### src/rtl/hf_14a_tag_frame_decoder.sv
// ISO14443-A tag->reader frame decoder at 106 kbit/s: Manchester halves, SOF/EOF, bytes, odd parity.
// Define HF14A_COLLISION_EN to report collisions on coll/coll_pos.
//
//  state  | meaning
//  -------+------------------------------------------------------------
//  S_IDLE | waiting for the first modulated slot (slot 0 of SOF)
//  S_SOF  | collecting the SOF bit period; a clean '1' opens the frame
//  S_DATA | decoding data/parity bits until an unmodulated bit period (EOF)
`timescale 1ns/1ps

module hf_14a_tag_frame_decoder #(
    parameter int MOD_MIN = 2
) (
    input  logic       osc_clk,
    input  logic       nreset,
    input  logic       enable,
    input  logic       slot_strobe,
    input  logic       curbit,
    output logic       frame_active,
    output logic       byte_valid,
    output logic [7:0] data_byte,
    output logic       parity_bit,
    output logic       parity_err,
    output logic       frame_end,
    output logic [2:0] last_bits,
    output logic       coll,
    output logic [6:0] coll_pos
);

    localparam logic [3:0] MOD_MIN_W = 4'(MOD_MIN);

    typedef enum logic [1:0] {
        S_IDLE = 2'd0,
        S_SOF  = 2'd1,
        S_DATA = 2'd2
    } state_t;

    typedef enum logic [1:0] {
        SYM_ZERO = 2'd0,
        SYM_ONE  = 2'd1,
        SYM_EOF  = 2'd2,
        SYM_COLL = 2'd3
    } sym_t;

    state_t     state_q, state_d;

    logic [2:0] slot_q;
    logic [2:0] cnt_a_q;
    logic [2:0] cnt_b_q;
    logic [7:0] shift_q;
    logic [7:0] tail_q;
    logic [3:0] grp_q;

    logic       frame_active_q;
    logic       byte_valid_q;
    logic [7:0] data_byte_q;
    logic       parity_bit_q;
    logic       parity_err_q;
    logic       frame_end_q;
    logic [2:0] last_bits_q;

    logic       strobe_ok;
    logic       bit_end;
    logic [3:0] b_sum;
    logic       a_mod;
    logic       b_mod;
    sym_t       sym;
    logic       data_bit;

    logic       sof_start;
    logic       sof_ok;
    logic       bit_take;
    logic       byte_done;
    logic       eof_done;

    // Half B includes the slot-7 sample arriving with the decoding strobe itself.
    always_comb begin
        strobe_ok = enable & slot_strobe;
        bit_end   = strobe_ok & (slot_q == 3'd7) & (state_q != S_IDLE);
        b_sum     = {1'b0, cnt_b_q} + {3'b000, curbit};
        a_mod     = ({1'b0, cnt_a_q} >= MOD_MIN_W);
        b_mod     = (b_sum >= MOD_MIN_W);
        case ({a_mod, b_mod})
            2'b10:   sym = SYM_ONE;
            2'b01:   sym = SYM_ZERO;
            2'b00:   sym = SYM_EOF;
            default: sym = SYM_COLL;
        endcase
        data_bit = (sym == SYM_ONE) || (sym == SYM_COLL);
    end

    always_ff @(negedge osc_clk or negedge nreset) begin
        if (!nreset) begin
            state_q <= S_IDLE;
        end else begin
            state_q <= state_d;
        end
    end

    // Only a clean '1' is accepted as SOF; a collided SOF period is treated as noise.
    always_comb begin
        state_d = state_q;
        if (!enable) begin
            state_d = S_IDLE;
        end else begin
            case (state_q)
                S_IDLE: begin
                    if (slot_strobe && curbit) state_d = S_SOF;
                end
                S_SOF: begin
                    if (bit_end) state_d = (sym == SYM_ONE) ? S_DATA : S_IDLE;
                end
                S_DATA: begin
                    if (bit_end && (sym == SYM_EOF)) state_d = S_IDLE;
                end
                default: state_d = S_IDLE;
            endcase
        end
    end

    always_comb begin
        sof_start = 1'b0;
        sof_ok    = 1'b0;
        bit_take  = 1'b0;
        byte_done = 1'b0;
        eof_done  = 1'b0;
        if (enable) begin
            case (state_q)
                S_IDLE: sof_start = slot_strobe & curbit;
                S_SOF:  sof_ok    = bit_end & (sym == SYM_ONE);
                S_DATA: begin
                    if (bit_end) begin
                        if (sym == SYM_EOF) begin
                            eof_done = 1'b1;
                        end else begin
                            bit_take  = 1'b1;
                            byte_done = (grp_q == 4'd8);
                        end
                    end
                end
                default: ;
            endcase
        end
    end

    always_ff @(negedge osc_clk or negedge nreset) begin
        if (!nreset) begin
            slot_q         <= '0;
            cnt_a_q        <= '0;
            cnt_b_q        <= '0;
            shift_q        <= '0;
            tail_q         <= '0;
            grp_q          <= '0;
            frame_active_q <= 1'b0;
            byte_valid_q   <= 1'b0;
            data_byte_q    <= '0;
            parity_bit_q   <= 1'b0;
            parity_err_q   <= 1'b0;
            frame_end_q    <= 1'b0;
            last_bits_q    <= '0;
        end else if (!enable) begin
            slot_q         <= '0;
            cnt_a_q        <= '0;
            cnt_b_q        <= '0;
            shift_q        <= '0;
            tail_q         <= '0;
            grp_q          <= '0;
            frame_active_q <= 1'b0;
            byte_valid_q   <= 1'b0;
            frame_end_q    <= 1'b0;
        end else begin
            byte_valid_q <= byte_done;
            frame_end_q  <= eof_done;

            if (sof_start) begin
                slot_q  <= 3'd1;
                cnt_a_q <= 3'd1;
                cnt_b_q <= 3'd0;
            end else if (strobe_ok && (state_q != S_IDLE)) begin
                slot_q <= slot_q + 3'd1;
                if (bit_end) begin
                    cnt_a_q <= '0;
                    cnt_b_q <= '0;
                end else if (!slot_q[2]) begin
                    cnt_a_q <= cnt_a_q + {2'b00, curbit};
                end else begin
                    cnt_b_q <= cnt_b_q + {2'b00, curbit};
                end
            end

            if (sof_ok) begin
                frame_active_q <= 1'b1;
                grp_q          <= '0;
                shift_q        <= '0;
                tail_q         <= '0;
            end

            // The ninth bit of a group is parity and is never stored in the shifter.
            if (bit_take) begin
                if (byte_done) begin
                    grp_q        <= '0;
                    tail_q       <= '0;
                    data_byte_q  <= shift_q;
                    parity_bit_q <= data_bit;
                    parity_err_q <= ~(^{shift_q, data_bit});
                end else begin
                    grp_q   <= grp_q + 4'd1;
                    shift_q <= {data_bit, shift_q[7:1]};
                    tail_q  <= {tail_q[6:0], data_bit};
                end
            end

            // A trailing partial byte is shown in arrival order, earliest bit most significant.
            if (eof_done) begin
                frame_active_q <= 1'b0;
                last_bits_q    <= grp_q[2:0];
                grp_q          <= '0;
                if (grp_q[2:0] != 3'd0) data_byte_q <= tail_q;
            end
        end
    end

`ifdef HF14A_COLLISION_EN
    logic       coll_q;
    logic [6:0] coll_pos_q;
    logic [6:0] bit_idx_q;

    always_ff @(negedge osc_clk or negedge nreset) begin
        if (!nreset) begin
            coll_q     <= 1'b0;
            coll_pos_q <= '0;
            bit_idx_q  <= '0;
        end else if (!enable) begin
            bit_idx_q <= '0;
        end else begin
            if (sof_ok) begin
                coll_q     <= 1'b0;
                coll_pos_q <= '0;
                bit_idx_q  <= '0;
            end else if (bit_take) begin
                if (bit_idx_q != 7'd127) bit_idx_q <= bit_idx_q + 7'd1;
                if ((sym == SYM_COLL) && !coll_q) begin
                    coll_q     <= 1'b1;
                    coll_pos_q <= bit_idx_q;
                end
            end
        end
    end

    assign coll     = coll_q;
    assign coll_pos = coll_pos_q;
`else
    assign coll     = 1'b0;
    assign coll_pos = '0;
`endif

    assign frame_active = frame_active_q;
    assign byte_valid   = byte_valid_q;
    assign data_byte    = data_byte_q;
    assign parity_bit   = parity_bit_q;
    assign parity_err   = parity_err_q;
    assign frame_end    = frame_end_q;
    assign last_bits    = last_bits_q;

endmodule

### config.mk
export PLATFORM = sky130hd
export DESIGN_NAME = hf_14a_tag_frame_decoder
export DESIGN_NICKNAME = d
export VERILOG_FILES = /design/src/rtl/hf_14a_tag_frame_decoder.sv
export SDC_FILE = /design/constraint.sdc
export NUM_CORES = 1
export LEC_CHECK = 0
export BUFFER_PORTS_ARGS = -buffer_cell sky130_fd_sc_hd__buf_2
export CAP_MARGIN = 10
export CORE_MARGIN = 2
export CORE_UTILIZATION = 25
export DETAILED_ROUTE_END_ITERATION = 6
export PLACE_DENSITY = 0.41
export SKIP_CTS_REPAIR_TIMING = 1
export SLEW_MARGIN = 20
export SYNTH_ARGS = -nofsm -noshare
export SYNTH_HDL_FRONTEND = slang
export SYNTH_SLANG_ARGS = --single-unit
### constraint.sdc
create_clock -name osc_clk -period 5.36 [get_ports osc_clk]
set_input_delay 1.072 -clock osc_clk [delete_from_list [all_inputs] [get_ports osc_clk]]
set_output_delay 1.072 -clock osc_clk [all_outputs]
set_load 0.01 [all_outputs]
==> out/results.ini <==
[outcome]
status=completed

[cts]
clk_pin_slew_ns=0.06
cts_buffer_depth=2
cts_tree=done
cts_made_buffers=5
numClockSinks=47
htreeDepth=2
clkLatencyLatePin_ns=0.30
cts_root_buf=clkbuf_8

[timing]
skew_ns=0.00675
setup_viol_count_final=0
slew_headroom=0.569
slew_viol_final=0
tightest_slew_ns=0.642
hold_viol=0

[layout]
drive_above_1_share=0.246
fillers=959
n_antenna_cell=0
synthToLayoutAreaGrowth_pct=20.9
finalNonFillerCells=381
multi_input_area_um2=1120
layout_commonest_cell=dfrtn_1
final_nets=265
layout_common_cells=47 x dfrtn_1, 21 x buf_4, 19 x buf_2, 16 x a32o_1, 13 x nor2_1
register_area_um2=1180

[yosys]
yosysSeqAreaShare=0.493
synth_cells=212
synth_edf_count=0
synth_flop_cell=dfrtn_1
netlist_area_um2=2390
synth_area_per_cell_um2=11.3
synthDistinctLibCells=43
async_reset_ff_frac=1.00
ys_ff_latch=47
yosysWarningCount=0

[floorplan]
rows=35
die_area_um2=10300
ios=29
coreArea_um2=9240
start_util=0.258
dieHeight_um=102
die_x_um=102

[global_route]
grt_pass1_wl_um=9010
overflow=0
first_global_vias=1761
antenna_found_initial=0
grt_max_degree=48
grtUsageTotal=0.112

[placement]
io_buffers=20
dp_cells=372
hpwl_um=3790
place_congestion=0.749

[setup_path]
path_common_cell=ha_4
crit_slowest_cell=a2111oi_4
path_cells=buf_6, ha_4, ha_4, or2_4, o21a_4, a2111oi_4, clkbuf_16, nor3b_1, a221o_1
crit_family=compound AO/OA/AOI/OAI gates
end_kind=flop
slowest_delay_ns=0.39
path_max_fanout=8
cp_num_buf_inv=2
path_class=input port to flop
cp.arrival_ns=2.78
start_kind=input port
cp-startpoint=curbit
r2r_start=slot_q[0]
cp.required_ns=2.83

[power]
power_density_nw_per_um2=216
irDropWorstVdd_uv=96.5
cellLeakagePower_nw=1.34
total_power_mw=0.625

[hold_path]
min_from=last_bits[1]
hp-class=flop to flop

[job]
cap_viol_max_count=0

[route]
first_iter_violations=39
detail_route.wirelength_um=5400
via_per_inst=4.65
drtPass1Iterations=5
ant_nets=0
post_drt_wl_per_cell_um=14.2
drc_errors=0
vias=1770

-- through the flow --
stage | hold slack [ns] | setup slack, ns | TNS, ns | area [um^2] | util
5_1_grt | 0.468 | -0.00998 | -0.0673 | 2890 | 0.312
6_report | 0.420 | 0.0458 | 0 | 2890 | 0.312
4_1_cts | 0.430 | 0.0475 | 0 | 2830 | 0.306
3_5_place_dp | 0.430 | -0.275 | -6.02 | 2740 | 0.297
3_3_place_gp | 0.421 | -0.236 | -6.20 | 2740 | 0.297
2_1_floorplan | 0.408 | -0.145 | -0.759 | 2440 | -
-- worst paths after layout --
check / to / slack [ns] / depth (start not counted)
worst max-delay path: data_byte[1] / 0.05 / 9
worst min-delay path: last_bits[1] / 0.42 / 2
worst max register to register: data_byte[1] / 3.13 / 8
worst min register to register: last_bits[1] / 0.42 / 2
max in group asynchronous: slot_q[1] / 1.49 / 2
min in group asynchronous: data_byte[5] / 3.42 / 2
-- per-layer routing --
metal / GRT usage / wire, um
met1: 0.158 / 2700
met2: 0.172 / 2460
met3: 0.0255 / 200
met4: 0.0312 / 34
met5: 0 / 0
-- power breakdown --
| group | internal [mW] | leakage, nW | switching [mW] |
|---|---|---|---|
| registers | 0.360 | 0.654 | 0.00332 |
| clock network | 0.0896 | 0.0440 | 0.125 |
| logic | 0.0168 | 0.646 | 0.0301 |
-- registers in the layout (all words and copies together) (netlist names) --
register,flops
cnt_a_q,3
last_bits,3
tail_q,8
slot_q,3
data_byte,8
byte_valid,1
parity_bit,1
shift_q,8
frame_end,1
cnt_b_q,3
grp_q,4
parity_err,1
frame_active,1
state_q,2
-- Yosys cell counts, drive strengths merged (3+ instances only) --
master | number | area (um^2)
a32o | 16 | 160
ha | 8 | 100
nor2 | 14 | 52.6
nand3 | 4 | 20.0
nor3b | 12 | 90.1
xnor2 | 7 | 61.3
clkbuf | 3 | 11.3
mux2i | 3 | 30.0
a22oi | 3 | 27.5
nand2 | 9 | 33.8
inv | 7 | 26.3
and2 | 5 | 31.3
a221o | 9 | 90.1
o21ai | 9 | 45.0
or3 | 3 | 23.8
a21oi | 9 | 45.0
buf | 14 | 115
dfrtn | 47 | 1180
-- worst register-to-register path: cells and delay by family (launching register included) --
kind / cells / cell delay, ns
flip-flops: 1 / 0.44
AO/OA/AOI/OAI: 2 / 0.62
AND/OR/NAND/NOR: 3 / 0.41
adder cells (fa/ha/maj): 2 / 0.38
buffers and inverters: 1 / 0.23
-- cell families (layout without fill, tap and decap cells) --
logic type / after synthesis / after routing / share of synthesized area
other cells: 1 / 8 / 0.00157
simple gates: 59 / 59 / 0.136
compound gates: 59 / 59 / 0.208
fa+ha+maj: 8 / 8 / 0.0420
buf+inv: 24 / 57 / 0.0640
mux: 5 / 5 / 0.0220
flops: 47 / 47 / 0.493
xor+xnor: 9 / 9 / 0.0330
-- layout make-up --
cell class | instances | share of cell area
well taps | 129 | 0.0559
repair buffers | 43 | 0.109
flip-flops and latches | 47 | 0.408
clock buffers | 5 | 0.0239
multi-input cells | 148 | 0.390
inverters | 7 | 0.00911
clock inverters | 2 | 0.00477
Note: power is estimated with default switching activity, not from simulation.
